**config.mk**
```make
export PLATFORM = sky130hd
export DESIGN_NAME = router_egress_port
export DESIGN_NICKNAME = d
export VERILOG_FILES = /design/src/rtl/router_pkg.sv /design/src/rtl/egress_fifo.sv /design/src/rtl/router_egress_port.sv
export SDC_FILE = /design/constraint.sdc
export NUM_CORES = 1
export LEC_CHECK = 0
export ABC_AREA = 1
export BUFFER_PORTS_ARGS = -buffer_cell sky130_fd_sc_hd__buf_2
export CAP_MARGIN = 25
export CORE_MARGIN = 5
export CORE_UTILIZATION = 51
export DETAILED_ROUTE_END_ITERATION = 8
export GPL_ROUTABILITY_DRIVEN = 0
export PLACE_DENSITY = 0.82
export SLEW_MARGIN = 20
export SYNTH_ARGS = -nofsm -noshare
export SYNTH_HDL_FRONTEND = slang
export SYNTH_SLANG_ARGS = --single-unit
```
**constraint.sdc**
```tcl
create_clock -name clk_i -period 2.8 [get_ports clk_i]
set_clock_uncertainty 0.15 [all_clocks]
set_input_delay 0.42 -clock clk_i [delete_from_list [all_inputs] [get_ports clk_i]]
set_output_delay 0.42 -clock clk_i [all_outputs]
set_load 0.02 [all_outputs]
```
**src/rtl/router_pkg.sv**
```systemverilog
// rtl/router_pkg.sv - shared frame layout, egress FSM states and synchroniser helper
`timescale 1ns/1ps
package router_pkg;

  // Source address width; a frame is {src_adr[ADR_W-1:0], data[DW-1:0]},
  // so src_adr always sits at [DW+ADR_W-1:DW] above the payload.
  localparam int ADR_W = 3;

  typedef enum logic [1:0] {
    IDLE = 2'd0,
    REQ  = 2'd1,
    REL  = 2'd2
  } egress_state_t;

  // Next value of a 2-flop synchroniser chain: bit 0 samples the async input,
  // bit 1 is the synchronised output.
  function automatic logic [1:0] sync2_next(input logic [1:0] q, input logic d);
    return {q[0], d};
  endfunction

endpackage

```
**src/rtl/egress_fifo.sv**
```systemverilog
// rtl/egress_fifo.sv - frame FIFO with registered occupancy count
`timescale 1ns/1ps
module egress_fifo
  import router_pkg::*;
#(
  parameter int W     = 7,
  parameter int DEPTH = 2
) (
  input  logic             clk_i,
  input  logic             rst_i,
  input  logic             push_i,
  input  logic [W-1:0]     wr_dat_i,
  input  logic             pop_i,
  output logic [W-1:0]     rd_dat_o,
  output logic             full_o,
  output logic             empty_o,
  output logic [DEPTH:0]   count_o
);

  localparam int SLOTS = 2 ** DEPTH;
  localparam logic [DEPTH-1:0] PTR_ONE  = 1;
  localparam logic [DEPTH:0]   CNT_ONE  = 1;
  localparam logic [DEPTH:0]   CNT_FULL = (DEPTH + 1)'(SLOTS);

  logic [W-1:0]     mem_q [SLOTS];
  logic [DEPTH-1:0] wr_ptr_q, wr_ptr_d;
  logic [DEPTH-1:0] rd_ptr_q, rd_ptr_d;
  logic [DEPTH:0]   count_q, count_d;
  logic             do_push, do_pop;

  // Full/empty come from the registered count only, so a pop in the same
  // cycle never opens room for a push.
  assign full_o   = (count_q == CNT_FULL);
  assign empty_o  = (count_q == '0);
  assign count_o  = count_q;
  assign do_push  = push_i && !full_o;
  assign do_pop   = pop_i && !empty_o;
  assign rd_dat_o = mem_q[rd_ptr_q];

  // Pointer and occupancy next-state; pointers wrap naturally at 2**DEPTH.
  always_comb begin
    wr_ptr_d = wr_ptr_q;
    rd_ptr_d = rd_ptr_q;
    count_d  = count_q;
    if (do_push) wr_ptr_d = wr_ptr_q + PTR_ONE;
    if (do_pop)  rd_ptr_d = rd_ptr_q + PTR_ONE;
    case ({do_push, do_pop})
      2'b10:   count_d = count_q + CNT_ONE;
      2'b01:   count_d = count_q - CNT_ONE;
      default: count_d = count_q;
    endcase
  end

  // Pointer and count registers, cleared asynchronously.
  always_ff @(posedge clk_i or negedge rst_i) begin
    if (!rst_i) begin
      wr_ptr_q <= '0;
      rd_ptr_q <= '0;
      count_q  <= '0;
    end else begin
      wr_ptr_q <= wr_ptr_d;
      rd_ptr_q <= rd_ptr_d;
      count_q  <= count_d;
    end
  end

  // Frame storage; contents are don't-care until written.
  always_ff @(posedge clk_i) begin
    if (do_push) mem_q[wr_ptr_q] <= wr_dat_i;
  end

endmodule

```
**src/rtl/router_egress_port.sv**
```systemverilog
// rtl/router_egress_port.sv - buffered four-phase egress transmitter toward one device
`timescale 1ns/1ps
module router_egress_port
  import router_pkg::*;
#(
  parameter int DW    = 4,
  parameter int DEPTH = 2
) (
  input  logic                clk_i,
  input  logic                rst_i,
  input  logic [DW+ADR_W-1:0] in_dat,
  input  logic                in_valid,
  output logic                in_ready,
  output logic [DW+ADR_W-1:0] dat_o,
  output logic                validrx,
  input  logic                ackrx,
  output logic [DEPTH:0]      count_o,
  output logic                busy_o
);

  localparam int FW = DW + ADR_W;

  egress_state_t state_q, state_d;
  logic [1:0]    ack_sync_q;
  logic          ack_s;
  logic [FW-1:0] dat_q, dat_d;
  logic          validrx_q, busy_q;
  logic          pop;
  logic          fifo_full, fifo_empty;
  logic [FW-1:0] fifo_head;

  egress_fifo #(
    .W     (FW),
    .DEPTH (DEPTH)
  ) u_fifo (
    .clk_i    (clk_i),
    .rst_i    (rst_i),
    .push_i   (in_valid),
    .wr_dat_i (in_dat),
    .pop_i    (pop),
    .rd_dat_o (fifo_head),
    .full_o   (fifo_full),
    .empty_o  (fifo_empty),
    .count_o  (count_o)
  );

  assign in_ready = !fifo_full;
  assign ack_s    = ack_sync_q[1];
  assign dat_o    = dat_q;
  assign validrx  = validrx_q;
  assign busy_o   = busy_q;

  // Bring the device acknowledge into the router clock domain.
  always_ff @(posedge clk_i or negedge rst_i) begin
    if (!rst_i) ack_sync_q <= '0;
    else        ack_sync_q <= sync2_next(ack_sync_q, ackrx);
  end

  // Handshake sequencing: a new request only starts once the previous
  // acknowledge (or a stale one from before reset) has been seen low.
  always_comb begin
    state_d = state_q;
    pop     = 1'b0;
    dat_d   = dat_q;
    case (state_q)
      IDLE: begin
        if (!fifo_empty && !ack_s) begin
          state_d = REQ;
          pop     = 1'b1;
          dat_d   = fifo_head;
        end
      end
      REQ:     if (ack_s)  state_d = REL;
      REL:     if (!ack_s) state_d = IDLE;
      default: state_d = IDLE;
    endcase
  end

  // State plus registered outputs decoded from the next state.
  always_ff @(posedge clk_i or negedge rst_i) begin
    if (!rst_i) begin
      state_q   <= IDLE;
      dat_q     <= '0;
      validrx_q <= 1'b0;
      busy_q    <= 1'b0;
    end else begin
      state_q   <= state_d;
      dat_q     <= dat_d;
      validrx_q <= (state_d == REQ);
      busy_q    <= (state_d != IDLE);
    end
  end

endmodule

```
==> results of run 1 <==
## layout make-up
class,instances,area (um2),share of cell area [%]
Clock inverter,3,13.8,0.587
Multi-Input combinational cell,108,549,23.4
Tap cell,50,62.6,2.67
Timing Repair Buffer,24,125,5.34
Inverter,48,183,7.79
Clock buffer,5,68.8,2.94
Sequential cell,48,1340,57.2
## routing by layer
| layer | share of wire, % | vias up |
|---|---|---|
| li1 | - | 685 |
| met1 | 42 | 619 |
| met2 | 52 | 22 |
| met3 | 4.1 | 8 |
| met4 | 2.1 | 0 |
| met5 | 0 | - |
## critical path, stage by stage, from the launching register on
cell and delay (ns):
sky130_fd_sc_hd__dfrtp_1 0.40, sky130_fd_sc_hd__nor2_1 0.22, sky130_fd_sc_hd__nand3_2 0.25, sky130_fd_sc_hd__inv_2 0.20, sky130_fd_sc_hd__ha_1 0.19, sky130_fd_sc_hd__inv_1 0.07
sky130_fd_sc_hd__fa_1 0.38, sky130_fd_sc_hd__nand2_1 0.08, sky130_fd_sc_hd__nand3b_1 0.08, sky130_fd_sc_hd__xor2_1 0.14
## layout by cell type, fill, tap and decap left out, types with 2 or more instances in the layout
cell type                  count
sky130_fd_sc_hd__ha_1          5
sky130_fd_sc_hd__buf_2        23
sky130_fd_sc_hd__edfxtp_1     28
sky130_fd_sc_hd__inv_2         2
sky130_fd_sc_hd__nand2_2       2
sky130_fd_sc_hd__xnor2_1       2
sky130_fd_sc_hd__nor2_1        5
sky130_fd_sc_hd__nand2_1      66
sky130_fd_sc_hd__clkbuf_8      5
sky130_fd_sc_hd__nand3b_1      2
sky130_fd_sc_hd__inv_1        45
sky130_fd_sc_hd__nand3_1      17
sky130_fd_sc_hd__dfrtp_1      20
sky130_fd_sc_hd__clkinv_2      2
sky130_fd_sc_hd__xor2_1        2
## through the flow
stage,std cells,hold WS [ns],area [um2]
after floorplan,209,-0.0256,2120
after global routing,286,0.0594,2340
after global placement,277,0.181,2250
after CTS,286,0.0674,2340
after detailed placement,277,0.186,2250
final,286,0.0723,2340
## how the worst max path moves through the flow
stage                             startpoint                            end  cells past startpoint
5_1_grt                 state_q[1]$_DFF_PN0_  u_fifo.count_o[2]$_DFFE_PN0P_                      9
6_report                state_q[1]$_DFF_PN0_  u_fifo.count_o[2]$_DFFE_PN0P_                      9
3_3_place_gp            state_q[1]$_DFF_PN0_  u_fifo.count_o[2]$_DFFE_PN0P_                      9
4_1_cts                 state_q[1]$_DFF_PN0_  u_fifo.count_o[2]$_DFFE_PN0P_                      9
3_5_place_dp            state_q[1]$_DFF_PN0_  u_fifo.count_o[2]$_DFFE_PN0P_                      9
2_1_floorplan  u_fifo.count_o[1]$_DFFE_PN0P_  u_fifo.count_o[2]$_DFFE_PN0P_                      9
## flip-flops by register name (all words and copies together) (netlist names)
name             cells
ack_sync_q           2
busy_o               1
dat_o                7
state_q              2
u_fifo.count_o       3
u_fifo.mem_q        28
u_fifo.rd_ptr_q      2
u_fifo.wr_ptr_q      2
validrx              1
## power by group through the flow
stage,clock network [uW],registers [uW],logic [uW]
finish,387,1120,843
global route,423,1140,974
CTS,393,1120,857
detailed placement,0,1130,851
global placement,0,1120,833
floorplan,0,1160,615
## cell families after synthesis
family	Yosys count	share of synthesized area, %
XOR/XNOR	4	1.65
AND/OR/NAND/NOR	96	19.7
adder cells (fa/ha/maj)	6	3.90
flip-flops	48	63.3
AO/OA/AOI/OAI	2	0.649
buffers and inverters	53	10.8
==> results.md, run 1 <==
Place:
- The count of input and output buffers is 23.
- The setup slack after placement is between 0.5 and 0.6 ns.
- Once detailed placement completed, the half-perimeter wirelength came to 2430 um.

Yosys:
- By instance count, the leading cell after synthesis is sky130_fd_sc_hd__nand2_1.
- The synthesized design contains 48 register bits.
- The post-synthesis average cell area is 10.1 um2.
- The most common flop cell mapped by yosys is sky130_fd_sc_hd__edfxtp_1.
- The number of nets handed over by synthesis was 226.
- The mapped netlist covers between 2000 and 2500 um2.
- The netlist uses 23 different library cells.
- Ranked by total cell area, the synthesized netlist is headed by sky130_fd_sc_hd__edfxtp_1 40%, sky130_fd_sc_hd__dfrtp_1 24%, sky130_fd_sc_hd__nand2_1 12%, sky130_fd_sc_hd__inv_1 8.0%, sky130_fd_sc_hd__nand3_1 4.0%.
- Counting flops with an async set or reset pin after synthesis yields a share of 41.7%.
- After synthesis, flip-flops and latches occupy between 60% and 70% of the total area.
- In this run, synthesis inferred 28 flip-flops with an integrated enable.
- The area share of the largest cell type after synthesis is slightly below 40%.
- Sorting the synthesized cells by how often they occur yields 66 x sky130_fd_sc_hd__nand2_1, 45 x sky130_fd_sc_hd__inv_1, 28 x sky130_fd_sc_hd__edfxtp_1, 20 x sky130_fd_sc_hd__dfrtp_1, 17 x sky130_fd_sc_hd__nand3_1.
- The number of cells produced by synthesis is between 200 and 250.
- The total of warnings raised by yosys is 0.
- The biggest area contributor in the post-synthesis netlist is sky130_fd_sc_hd__edfxtp_1.

Power:
- Of the total power, the clock network draws 16.5%.
- The design draws 2350 uW.
- The register share of total power is 47.6%.
- The internal power is 1420 uW.
- The leakage power is approximately 0.0012 uW.
- The analysis attributes to net switching a power of slightly above 900 uW.
- The power per unit of standard cell area is 1000 nW/um2.
- Net switching is 39.5% of the power.
- IR analysis of the VDD net gives a maximum drop of 0.000500 V.
- Combinational logic burns a little over a third of the power.

Min path:
- The path type of the worst min-delay path is input pin to flop.
- In this run the most critical hold path is launched from ackrx.
- Along the worst hold path, the cell count comes to 1.
- The worst hold path terminates at ack_sync_q[0]$_DFF_PN0_.

Timing:
- The setup TNS after final layout is 0 ns.
- Measured against its own limit, the worst slew margin works out to 50.5%.
- The count of final max-slew check failures is 0.
- Dividing the final minimum period by the clock period gives 81.1%.
- Derived from the worst setup path, the maximum achievable clock frequency is 441 MHz.
- Setup repair after global routing left no endpoint under its margin.
- The final hold violation count is 0.
- The time the final worst path needs with I/O delays and setup is 2.27 ns.
- The worst path setup slack after routing is 0.530 ns.
- The slew at the pin closest to its max-slew limit is about 0.74 ns.
- The final number of setup-violating endpoints is 0.

Global route:
- The via count of the first global-routing pass is 1,255.
- Entering global routing, the biggest net connects 21 pins.
- The initial antenna violation count is 0.
- The all-layer global routing usage is 14.0%.
- Global routing consumed, on the met1 layer, 16.8% of the routing resources.
- The first-pass GRT wire length is 5700 um.
- For this run the aggregate overflow at the end of global routing stands at 0.
- The highest-utilization routing layer at the global route stage is met2.
- The met2 demand-to-capacity share in global routing is roughly a quarter.
- The met3 layer usage reported by global route is 2.43%.

Clock network:
- Counting along the longest clock path gives a buffer depth of 2.
- Gates resized during post-CTS repair numbered 0.
- After clock tree synthesis, the clock-pin slew on the worst setup and hold paths is 0.09 ns.
- The clock sink count is 48.
- Buffers inserted to repair hold after CTS numbered 1.
- The clock root buffer is sky130_fd_sc_hd__clkbuf_8.
- The number of levels the H-tree was split into is 2.
- TritonCTS built the clock tree.
- The number of post-CTS setup repair buffers is 0.
- The clock latency on the worst-skew pair is 0.30 ns.
- Counting the buffers created by CTS gives 5.

Final layout:
- The filler cells instantiated in the layout total 333.
- The net count of the finished layout is ~250.
- The number of antenna diodes in the final layout is 0.
- The core occupancy in the finished layout is roughly three fifths.
- Compared with the post-synthesis result, the final layout area differs by 10.6%.
- Of the cells placed in the final design, the portion with a size suffix greater than 1 is about 17%.

Detailed routing:
- Dividing the detail-routed wire length by the instance count gives 11.9 um.
- In the routed design, unresolved DRC markers number 0.
- Once detail routing completed, the nets flagged for antenna violations numbered 0.
- The aggregate routed wire length is 3410 um.
- The count of TritonRoute iterations in the first routing pass is 4.
- In the routed layout, each cell is associated on average with a via count of 4.66.
- The via count is 1,334.
- The number of violations reported at the end of detailed-routing iteration 0 is 56.

Die:
- The die height is 74.5 um.
- The horizontal die dimension is roughly 74 um.
- The core box area is a little over 4000 um2.
- The initial utilization of the core area, before any placement, comes to around 53%.
- The floorplan has 23 rows.
- The floorplan step defined a die boundary enclosing 5550 um2.
- The I/O pin total is 24.

Worst setup path:
- In this run the critical register-to-register path is launched from state_q[1]$_DFF_PN0_.
- The endpoint class of the critical path is a flop.
- Data on the critical path is required at its endpoint by 2.84 ns.
- The worst setup path is of the flop to flop kind.
- The worst-path maximum fanout is 11.
- The worst register-to-register path ends at u_fifo.count_o[2]$_DFFE_PN0P_.
- The register-to-register setup slack is around 0.53 ns.
- The critical path launch point type is a flop.
- Data arrives at the worst endpoint at 2.31 ns.
- For the worst flop-to-flop path, the logic depth is 9.

Run:
- Max-cap violations in this run came to 0.

Outcome:
- The flow ran to the end, and the final reports show no timing, DRC or antenna violations.
No activity file was read; power rests on OpenSTA's default activity.
==> run 2, diff against run 1 <==
--- a/config.mk
+++ b/config.mk
@@ -12,7 +12,7 @@
 export CORE_UTILIZATION = 51
 export DETAILED_ROUTE_END_ITERATION = 8
 export GPL_ROUTABILITY_DRIVEN = 0
-export PLACE_DENSITY = 0.82
+export PLACE_DENSITY = 0.85
 export SLEW_MARGIN = 20
 export SYNTH_ARGS = -nofsm -noshare
 export SYNTH_HDL_FRONTEND = slang
==> constraint.sdc (replaced) <==
create_clock -name clk_i -period 1.9 [get_ports clk_i]
set_clock_uncertainty 0.15 [all_clocks]
set_input_delay 0.285 -clock clk_i [delete_from_list [all_inputs] [get_ports clk_i]]
set_output_delay 0.285 -clock clk_i [all_outputs]
set_load 0.02 [all_outputs]
==> results.md, run 2 (same netlist as run 1, synthesis figures left out) <==
Outcome:
- The flow ran to the end, but the final reports show violations.
- The final reports fail on negative setup slack.

Die:
- The floorplan die area came to 5550 um2 (unchanged).
- The starting density of the core is 52.6% (unchanged).
- The die height is 74.5 um (unchanged).
- The horizontal die dimension is 74.5 um (unchanged).
- The core box area is 4030 um2 (unchanged).
- The I/O pin total is 24 (unchanged).
- The number of standard-cell rows in the floorplan was 23 (unchanged).

Clock network:
- The clock sink count is 48 (unchanged).
- The clock root buffer is sky130_fd_sc_hd__clkbuf_8.
- The TritonCTS clock tree is done.
- The maximum root-to-sink buffer count came to 2 (unchanged).
- The clock latency on the worst-skew pair is 0.30 ns (about the same).
- The number of levels the H-tree was split into came to 2 (unchanged).
- The number of buffers added by the clock tree synthesis step was 5 (unchanged).
- The clock transition at the register clock pins on the worst setup and hold paths after CTS is 0.09 ns (about the same).

Final layout:
- Leaving out fill and tap cells, the most frequent cell in the layout is sky130_fd_sc_hd__nand2_1.
- The share of cells above drive strength 1 is 25.6% (+9.1 points).
- The top cell types in the final layout, fill and taps aside, are 65 x sky130_fd_sc_hd__nand2_1, 43 x sky130_fd_sc_hd__inv_1, 28 x sky130_fd_sc_hd__edfxtp_1, 23 x sky130_fd_sc_hd__buf_2.
- The layout overhead on the synthesized area is 18.8%.
- The net count of the finished layout was 270 (+7.1%).
- The number of flip-flops in the largest register was 28 (unchanged).
- The number of inserted filler cells in the final layout is 307 (-7.8%).
- Counting flops per register, the top entry is u_fifo.mem_q.
- The count of non-filler cells in the finished layout is 304 (+6.3%).
- The number of diodes is 0 (unchanged).
- The core occupancy in the finished layout came to 62.5% (+4.3 points).

Timing:
- The part of the cycle the worst path needs was 100% (+19 points).
- The slew at the pin closest to its max-slew limit is 0.474 ns (-0.265 ns).
- Setup repair after global routing could not meet its margin everywhere.
- The timing-limited maximum frequency was 526 MHz (+19%).
- The worst path setup slack after routing came to -0.00209 ns (-0.532 ns).
- The final number of setup-violating endpoints is 1 (+1).
- The count of final max-slew check failures came to 0 (unchanged).
- The final hold violation count is 0 (unchanged).
- The final hold slack came to 0.0403 ns (-0.0320 ns).
- The time the final worst path needs with I/O delays and setup is 1.90 ns (-0.368 ns).
- The relative max-transition margin was 68.4% (+18 points).

Worst setup path:
- The endpoint class of the critical path is a flop.
- The critical register-to-register path startpoint is u_fifo.count_o[0]$_DFFE_PN0P_.
- The arrival time reported for the critical path endpoint came to 1.94 ns (-0.37 ns).
- The number of cells on the worst reg-to-reg path is 9 (unchanged).
- The worst-path maximum fanout is 3 (-8).
- The terminus of the critical flop-to-flop path is u_fifo.count_o[2]$_DFFE_PN0P_.
- STA classifies the critical path startpoint as a flop.
- The path type of the worst setup path is flop to flop.
- The data required time at the worst endpoint was 1.94 ns (-0.90 ns).
- The register-to-register setup slack is -0.002 ns (-0.53 ns).

Global route:
- The residual overflow from global routing came to 0 (unchanged).
- The via count of the first global-routing pass is 1,322 (+5.3%).
- The pin count of the biggest net entering global routing was 21 (unchanged).
- The first-pass GRT wire length was 5800 um (+1.8%).
- The all-layer global routing usage is 14.6% (+0.59 points).
- The initial antenna violation count is 0 (unchanged).

Detailed routing:
- The met3 wire length is 178 um (+27%).
- The detailed-routed wire length on met2 came to 2050 um (+15%).
- The routed wire length per instance was 12.6 um (+5.6%).
- The via count is 1,405 (+5.3%).
- The length of routed wiring on met1 was 1500 um (+5.6%).
- The count of TritonRoute iterations in the first routing pass is 4 (unchanged).
- The number of nets with antenna violations after detailed routing is 0 (unchanged).
- The detailed router used layers up to and including met4.
- The number of violations reported at the end of detailed-routing iteration 0 is 69 (+23%).
- The count of unresolved DRC violations after routing is 0 (unchanged).
- The aggregate routed wire length is 3820 um (+12%).
- The vias per cell is 4.62 (-0.91%).

Power:
- The leakage power is 0.00127 uW (+7.1%).
- The sum of internal, switching and leakage power is 3770 uW (+60%).
- The power per unit of standard cell area was 1500 nW/um2 (+49%).
- The highest ir drop seen on vdd is 0.000893 V (+78%).
- The clock network power share is 15.3% (-1.2 points).
- The register share of total power is 42.1% (-5.5 points).
- The combinational fraction of design power is 42.7% (+6.8 points).
- The net switching component of the power was 1460 uW (+58%).
- The internal power is 2300 uW (+62%).
- The proportion of total power due to net switching is 38.9% (-0.62 points).

Min path:
- The startpoint of the most critical hold path is in_dat[1].
- The path class of the tightest hold or removal check is input pin to flop.
- The count of cells along the worst hold path is 1 (unchanged).
- The end point of the most critical hold path is u_fifo.mem_q[3][1]$_DFFE_PP_.

Place:
- The sum of net half-perimeters after detailed placement was 2600 um (+7.0%).
- The setup slack after placement is -0.0247 ns (-0.570 ns).
- The count of input and output buffers is 23 (unchanged).
- The number of placed instances with taps included is 287 (+3.6%).

Run:
- The max capacitance violation total was 0 (unchanged).
run 2: cell count changes in the layout (fill, tap and decap cells not counted), sizes merged:
cell	previous run	this run
clkinvlp	0	1
clkbuf	5	6
buf	23	40
dlygate4sd3	1	2
clkinv	3	1
run 2: what timing repair did:
action | CTS | global route
endpoints found under the hold margin | 21 | 0
hold buffers | 2 | 0
pin swaps | 2 | 11
resized for setup | 2 | 5
buffers inserted | 0 | 7
setup endpoints to repair | 2 | 2
run 2: worst max path at each step:
stage,from,cells after the start,to
after floorplan,u_fifo.count_o[0]$_DFFE_PN0P_,9,u_fifo.count_o[2]$_DFFE_PN0P_
after global placement,u_fifo.count_o[0]$_DFFE_PN0P_,8,u_fifo.count_o[1]$_DFFE_PN0P_
after detailed placement,u_fifo.count_o[0]$_DFFE_PN0P_,8,u_fifo.count_o[1]$_DFFE_PN0P_
after CTS,u_fifo.count_o[1]$_DFFE_PN0P_,8,u_fifo.count_o[1]$_DFFE_PN0P_
after global routing,u_fifo.count_o[0]$_DFFE_PN0P_,11,u_fifo.count_o[2]$_DFFE_PN0P_
final,u_fifo.count_o[0]$_DFFE_PN0P_,9,u_fifo.count_o[2]$_DFFE_PN0P_
run 2: worst max-delay path, cell delays in order, from the launching register on:
cell                       delay [ns]
sky130_fd_sc_hd__dfrtp_2         0.43
sky130_fd_sc_hd__nor2_4          0.19
sky130_fd_sc_hd__nand2_4         0.09
sky130_fd_sc_hd__nand2_4         0.08
sky130_fd_sc_hd__ha_4            0.15
sky130_fd_sc_hd__inv_4           0.04
sky130_fd_sc_hd__fa_2            0.35
sky130_fd_sc_hd__nand2_1         0.07
sky130_fd_sc_hd__nand3b_1        0.08
sky130_fd_sc_hd__xor2_1          0.17
run 2: metal layers:
metal  vias to the layer above  track usage [%]
met3                        10             3.78
met5                         -                0
met1                       641             16.1
met2                        35             25.5
li1                        719                -
met4                         0             8.10
run 2: metrics by stage:
stage / cell area, um2 / TNS [ns]
finish: 2520 / -0.00209
global route: 2520 / -0.147
CTS: 2460 / 0
detailed placement: 2350 / -0.0247
global placement: 2350 / 0
floorplan: 2140 / -0.00925
run 2: area by class of cell:
class                   count  area, um2  share of cell area (%)
repair buffers             42        263                    10.4
clock buffers               6       72.6                    2.88
multi-input cells         108        578                    23.0
flip-flops and latches     48       1350                    53.4
clock inverters             2       11.3                   0.447
well taps                  50       62.6                    2.49
inverters                  48        185                    7.36
run 2: power groups by stage:
stage | Clock, uW | Combinational [uW] | Sequential (uW)
2_1_floorplan | 0 | 933 | 1710
3_3_place_gp | 0 | 1400 | 1610
3_5_place_dp | 0 | 1450 | 1630
4_1_cts | 590 | 1470 | 1600
5_1_grt | 648 | 1780 | 1620
6_report | 575 | 1610 | 1580
==> run 3, diff against run 2 <==
--- a/config.mk
+++ b/config.mk
@@ -5,14 +5,14 @@
 export SDC_FILE = /design/constraint.sdc
 export NUM_CORES = 1
 export LEC_CHECK = 0
-export ABC_AREA = 1
 export BUFFER_PORTS_ARGS = -buffer_cell sky130_fd_sc_hd__buf_2
 export CAP_MARGIN = 25
 export CORE_MARGIN = 5
-export CORE_UTILIZATION = 51
+export CORE_UTILIZATION = 50
 export DETAILED_ROUTE_END_ITERATION = 8
 export GPL_ROUTABILITY_DRIVEN = 0
-export PLACE_DENSITY = 0.85
+export PLACE_DENSITY = 0.84
+export SKIP_LAST_GASP = 1
 export SLEW_MARGIN = 20
 export SYNTH_ARGS = -nofsm -noshare
 export SYNTH_HDL_FRONTEND = slang
==> results.md, run 3 <==
Min path:
- The path type of the worst min-delay path is input pin to flop.

Power:
- The clock network power share is 19.7% (+4.4 points).
- The sum of internal, switching and leakage power is 3750 uW (-0.31%).
- The internal power is 2570 uW (+12%).
- The combinational fraction of design power is 38.1% (-4.6 points).
- The power per unit of standard cell area is 1610 nW/um2 (+7.9%).
- The net switching component of the power came to 1190 uW (-19%).
- The highest ir drop seen on vdd is 0.000804 V (-10%).
- The proportion of total power due to net switching was 31.6% (-7.3 points).
- The leakage power came to 0.000961 uW (-24%).
- The register share of total power came to 42.2% (about the same).

Outcome:
- The final reports fail on negative setup slack.
- The run finished, with violations left.

Worst setup path:
- The register-to-register setup slack was -0.22 ns (-0.22 ns).
- The worst-path maximum fanout is 2 (-1).
- The path type of the worst setup path is flop to flop.
- The critical path goes through or3b_4 -> and2_4 -> inv_2 -> ha_4 -> inv_2 -> fa_2 -> xor2_1 -> nor2_1 -> xor2_1.
- The data required time at the worst endpoint was 1.98 ns (+0.04 ns).
- The worst setup path is captured at a flop.
- The longest individual stage delay on the worst path is 0.40 ns (-0.03 ns).
- The slowest stage of the critical path belongs to the cell sky130_fd_sc_hd__or3b_4.
- The arrival time reported for the critical path endpoint came to 2.20 ns (+0.26 ns).
- STA classifies the critical path startpoint as a flop.

Clock network:
- The number of levels the H-tree was split into is 2 (unchanged).
- The number of buffers added by the clock tree synthesis step is 5 (unchanged).
- The clock sink count came to 48 (unchanged).
- The clock transition at the register clock pins on the worst setup and hold paths after CTS is 0.08 ns (about the same).
- The TritonCTS clock tree is done.
- The clock latency on the worst-skew pair is 0.30 ns (about the same).
- The cell sitting at the root of the clock tree is a sky130_fd_sc_hd__clkbuf_8.
- The maximum root-to-sink buffer count was 2 (unchanged).

Final layout:
- The number of inserted filler cells in the final layout is 256 (-17%).
- The count of non-filler cells in the finished layout is 196 (-36%).
- The net count of the finished layout is 164 (-39%).
- The number of diodes came to 0 (unchanged).
- The area of all placed cells without fillers is 2330 um2 (-7.6%).
- The footprint of the flip-flops and latches is 1340 um2 (about the same).
- The most frequent standard cell in the layout excluding fill and tap cells is sky130_fd_sc_hd__edfxtp_1.
- The layout overhead on the synthesized area is 22.9%.
- The share of cells above drive strength 1 is 50.0% (+24 points).
- Counting flops per register, the top entry is u_fifo.mem_q.
- Leaving out fill and tap cells, the most frequent cells in the layout are 28 x sky130_fd_sc_hd__edfxtp_1, 23 x sky130_fd_sc_hd__buf_2, 18 x sky130_fd_sc_hd__dfrtp_1, 15 x sky130_fd_sc_hd__buf_4.
- The combined area of the multi-input logic cells was 532 um2 (-8.0%).
- The number of flip-flops in the largest register was 28 (unchanged).

Timing:
- The slew at the pin closest to its max-slew limit is 0.485 ns (+0.0105 ns).
- The part of the cycle the worst path needs is 112% (+12 points).
- The count of final max-slew check failures is 0 (unchanged).
- The final number of setup-violating endpoints was 2 (+1).
- The time the final worst path needs with I/O delays and setup came to 2.12 ns (+0.219 ns).
- The timing-limited maximum frequency is 471 MHz (-10%).
- The relative max-transition margin is 67.7% (-0.70 points).
- Setup repair after global routing could not meet its margin everywhere.
- The final hold violation count is 0 (unchanged).
- The worst path setup slack after routing was -0.221 ns (-0.219 ns).

Detailed routing:
- The via count was 1,014 (-28%).
- The number of nets with antenna violations after detailed routing is 0 (unchanged).
- The routed wire length per instance is 17.0 um (+36%).
- The aggregate routed wire length was 3340 um (-13%).
- The vias per cell is 5.17 (+12%).
- The count of unresolved DRC violations after routing came to 0 (unchanged).
- The number of violations reported at the end of detailed-routing iteration 0 is 50 (-28%).
- The count of TritonRoute iterations in the first routing pass was 4 (unchanged).

Yosys:
- The number of register bits inferred by synthesis is 48 (unchanged).
- The cell type contributing the most total cell area after synthesis is sky130_fd_sc_hd__edfxtp_1.
- The area of the mapped netlist is 1890 um2 (-11%).
- The share of async-settable or async-resettable flops after synthesis is 41.7% (unchanged).
- The number of cells produced by synthesis is 103 (-51%).
- The area share of the largest cell type after synthesis is 44.4% (+4.7 points).
- By area the synthesized netlist is led by sky130_fd_sc_hd__edfxtp_1 44%, sky130_fd_sc_hd__dfrtp_1 26%, sky130_fd_sc_hd__mux4_2 8.3%, sky130_fd_sc_hd__mux2_2 4.2%, sky130_fd_sc_hd__ha_1 3.3%.
- The most common flop cell mapped by yosys is sky130_fd_sc_hd__edfxtp_1.
- The share of synthesized area occupied by flip-flops and latches is 70.9% (+7.6 points).
- In the synthesized netlist, the cells that appear most often are 28 x sky130_fd_sc_hd__edfxtp_1, 20 x sky130_fd_sc_hd__dfrtp_1, 7 x sky130_fd_sc_hd__inv_1, 7 x sky130_fd_sc_hd__mux2_2, 7 x sky130_fd_sc_hd__mux4_2.
- The total of warnings raised by yosys was 0 (unchanged).
- The most used standard cell by instance count after synthesis is sky130_fd_sc_hd__edfxtp_1.
- The distinct cell type count of the synthesized netlist is 23 (unchanged).
- The number of enable-type register cells in the synthesized netlist is 28 (unchanged).
- The synthesized net count is 120 (-47%).
- The post-synthesis average cell area was 18.4 um2 (+81%).

Place:
- The count of input and output buffers is 23 (unchanged).
- The cell area after placement is 2160 um2 (-8.0%).
- The sum of net half-perimeters after detailed placement is 2350 um (-9.4%).
- The number of placed instances with taps included is 183 (-36%).

Global route:
- The residual overflow from global routing is 0 (unchanged).
- The first-pass GRT wire length is 5400 um (-6.9%).
- The initial antenna violation count is 0 (unchanged).
- The via count of the first global-routing pass is 1,091 (-17%).
- The all-layer global routing usage is 14.7% (+0.15 points).
- The pin count of the biggest net entering global routing is 21 (unchanged).

Die:
- The horizontal die dimension came to 71.5 um (-3.9%).
- The starting density of the core came to 51.7% (-0.90 points).
- The floorplan die area came to 5120 um2 (-7.7%).
- The die height is 71.5 um (-3.9%).
- The number of standard-cell rows in the floorplan came to 22 (-4.3%).
- The I/O pin total is 24 (unchanged).
- The core box area came to 3660 um2 (-9.1%).

Run:
- The max capacitance violation total is 0 (unchanged).
-- run 3: cell types whose count changed after synthesis, moves of 3 or more --
cell / change
sky130_fd_sc_hd__and3_2: +4
sky130_fd_sc_hd__buf_6: -3
sky130_fd_sc_hd__inv_1: -38
sky130_fd_sc_hd__mux2_2: +7
sky130_fd_sc_hd__mux4_2: +7
sky130_fd_sc_hd__nand2_1: -66
sky130_fd_sc_hd__nand3_1: -17
sky130_fd_sc_hd__nor2_1: -4
sky130_fd_sc_hd__nor3_1: +4
-- run 3: power by group through the flow --
stage	logic, uW	registers [uW]	clock network (uW)
after CTS	1440	1590	759
after global routing	1560	1620	800
after global placement	1320	1580	0
final	1430	1580	740
after floorplan	776	1740	0
after detailed placement	1400	1610	0
-- run 3: cell type report --
| type | instances | area share [%] |
|---|---|---|
| Clock inverter | 2 | 1.45 |
| Inverter | 7 | 1.13 |
| Tap cell | 48 | 2.58 |
| Multi-Input combinational cell | 45 | 22.9 |
| Clock buffer | 6 | 3.55 |
| Timing Repair Buffer | 40 | 10.7 |
| Sequential cell | 48 | 57.8 |
-- run 3: final timing paths --
check | endpoint | start | cells past startpoint
worst max-delay path | u_fifo.count_o[2]$_DFFE_PN0P_ | u_fifo.count_o[1]$_DFFE_PN0P_ | 9
worst min-delay path | u_fifo.mem_q[0][3]$_DFFE_PP_ | in_dat[3] | 1
worst max register to register | u_fifo.count_o[2]$_DFFE_PN0P_ | u_fifo.count_o[1]$_DFFE_PN0P_ | 9
worst min register to register | ack_sync_q[1]$_DFF_PN0_ | ack_sync_q[0]$_DFF_PN0_ | 0
max in group asynchronous | u_fifo.count_o[0]$_DFFE_PN0P_ | rst_i | 2
min in group asynchronous | validrx$_DFF_PN0_ | rst_i | 2
-- run 3: stage by stage --
stage                     util [%]  worst slack, ns  setup TNS, ns  hold WS [ns]
after floorplan                  -           -0.408         -0.691        -0.161
after global placement        59.1           -0.221         -0.317         0.112
after detailed placement      59.1           -0.281         -0.417         0.127
after CTS                     63.3           -0.207         -0.293        0.0373
after global routing          63.5           -0.306         -0.468        0.0339
final                         63.5           -0.221         -0.312        0.0487
-- run 3: logic make-up (layout without fill, tap and decap cells) --
family                   after synthesis  in the layout  share of synthesized area (%)
flip-flops                            48             48                           70.9
multiplexers                          16             16                           13.8
AND/OR/NAND/NOR                       16             16                           5.62
buffers and inverters                 10             55                           2.12
XOR/XNOR                               7              7                           3.24
adder cells (fa/ha/maj)                6              6                           4.36
-- run 3: repair_timing --
item	in CTS	in global routing
gates resized for setup	1	0
hold buffers	2	0
setup buffers	2	1
pin swaps	4	0
endpoints found under the hold margin	21	0
endpoints found under the setup margin	2	2
-- run 3: critical path: cells and delay by family (launching register included) --
| kind | cells | cell delay, ns |
|---|---|---|
| AND/OR/NAND/NOR | 3 | 0.67 |
| adder cells (fa/ha/maj) | 2 | 0.45 |
| flip-flops | 1 | 0.38 |
| XOR/XNOR | 2 | 0.30 |
| buffers and inverters | 2 | 0.08 |
-- run 3: routing by layer --
metal | share of wire, % | global-route usage [%] | up-vias | wire, um
li1 | - | - | 461 | -
met1 | 41 | 16.8 | 524 | 1370
met2 | 52 | 24.2 | 20 | 1740
met3 | 4.7 | 5.75 | 9 | 156
met4 | 2.3 | 7.31 | 0 | 78
met5 | 0 | 0 | - | 0
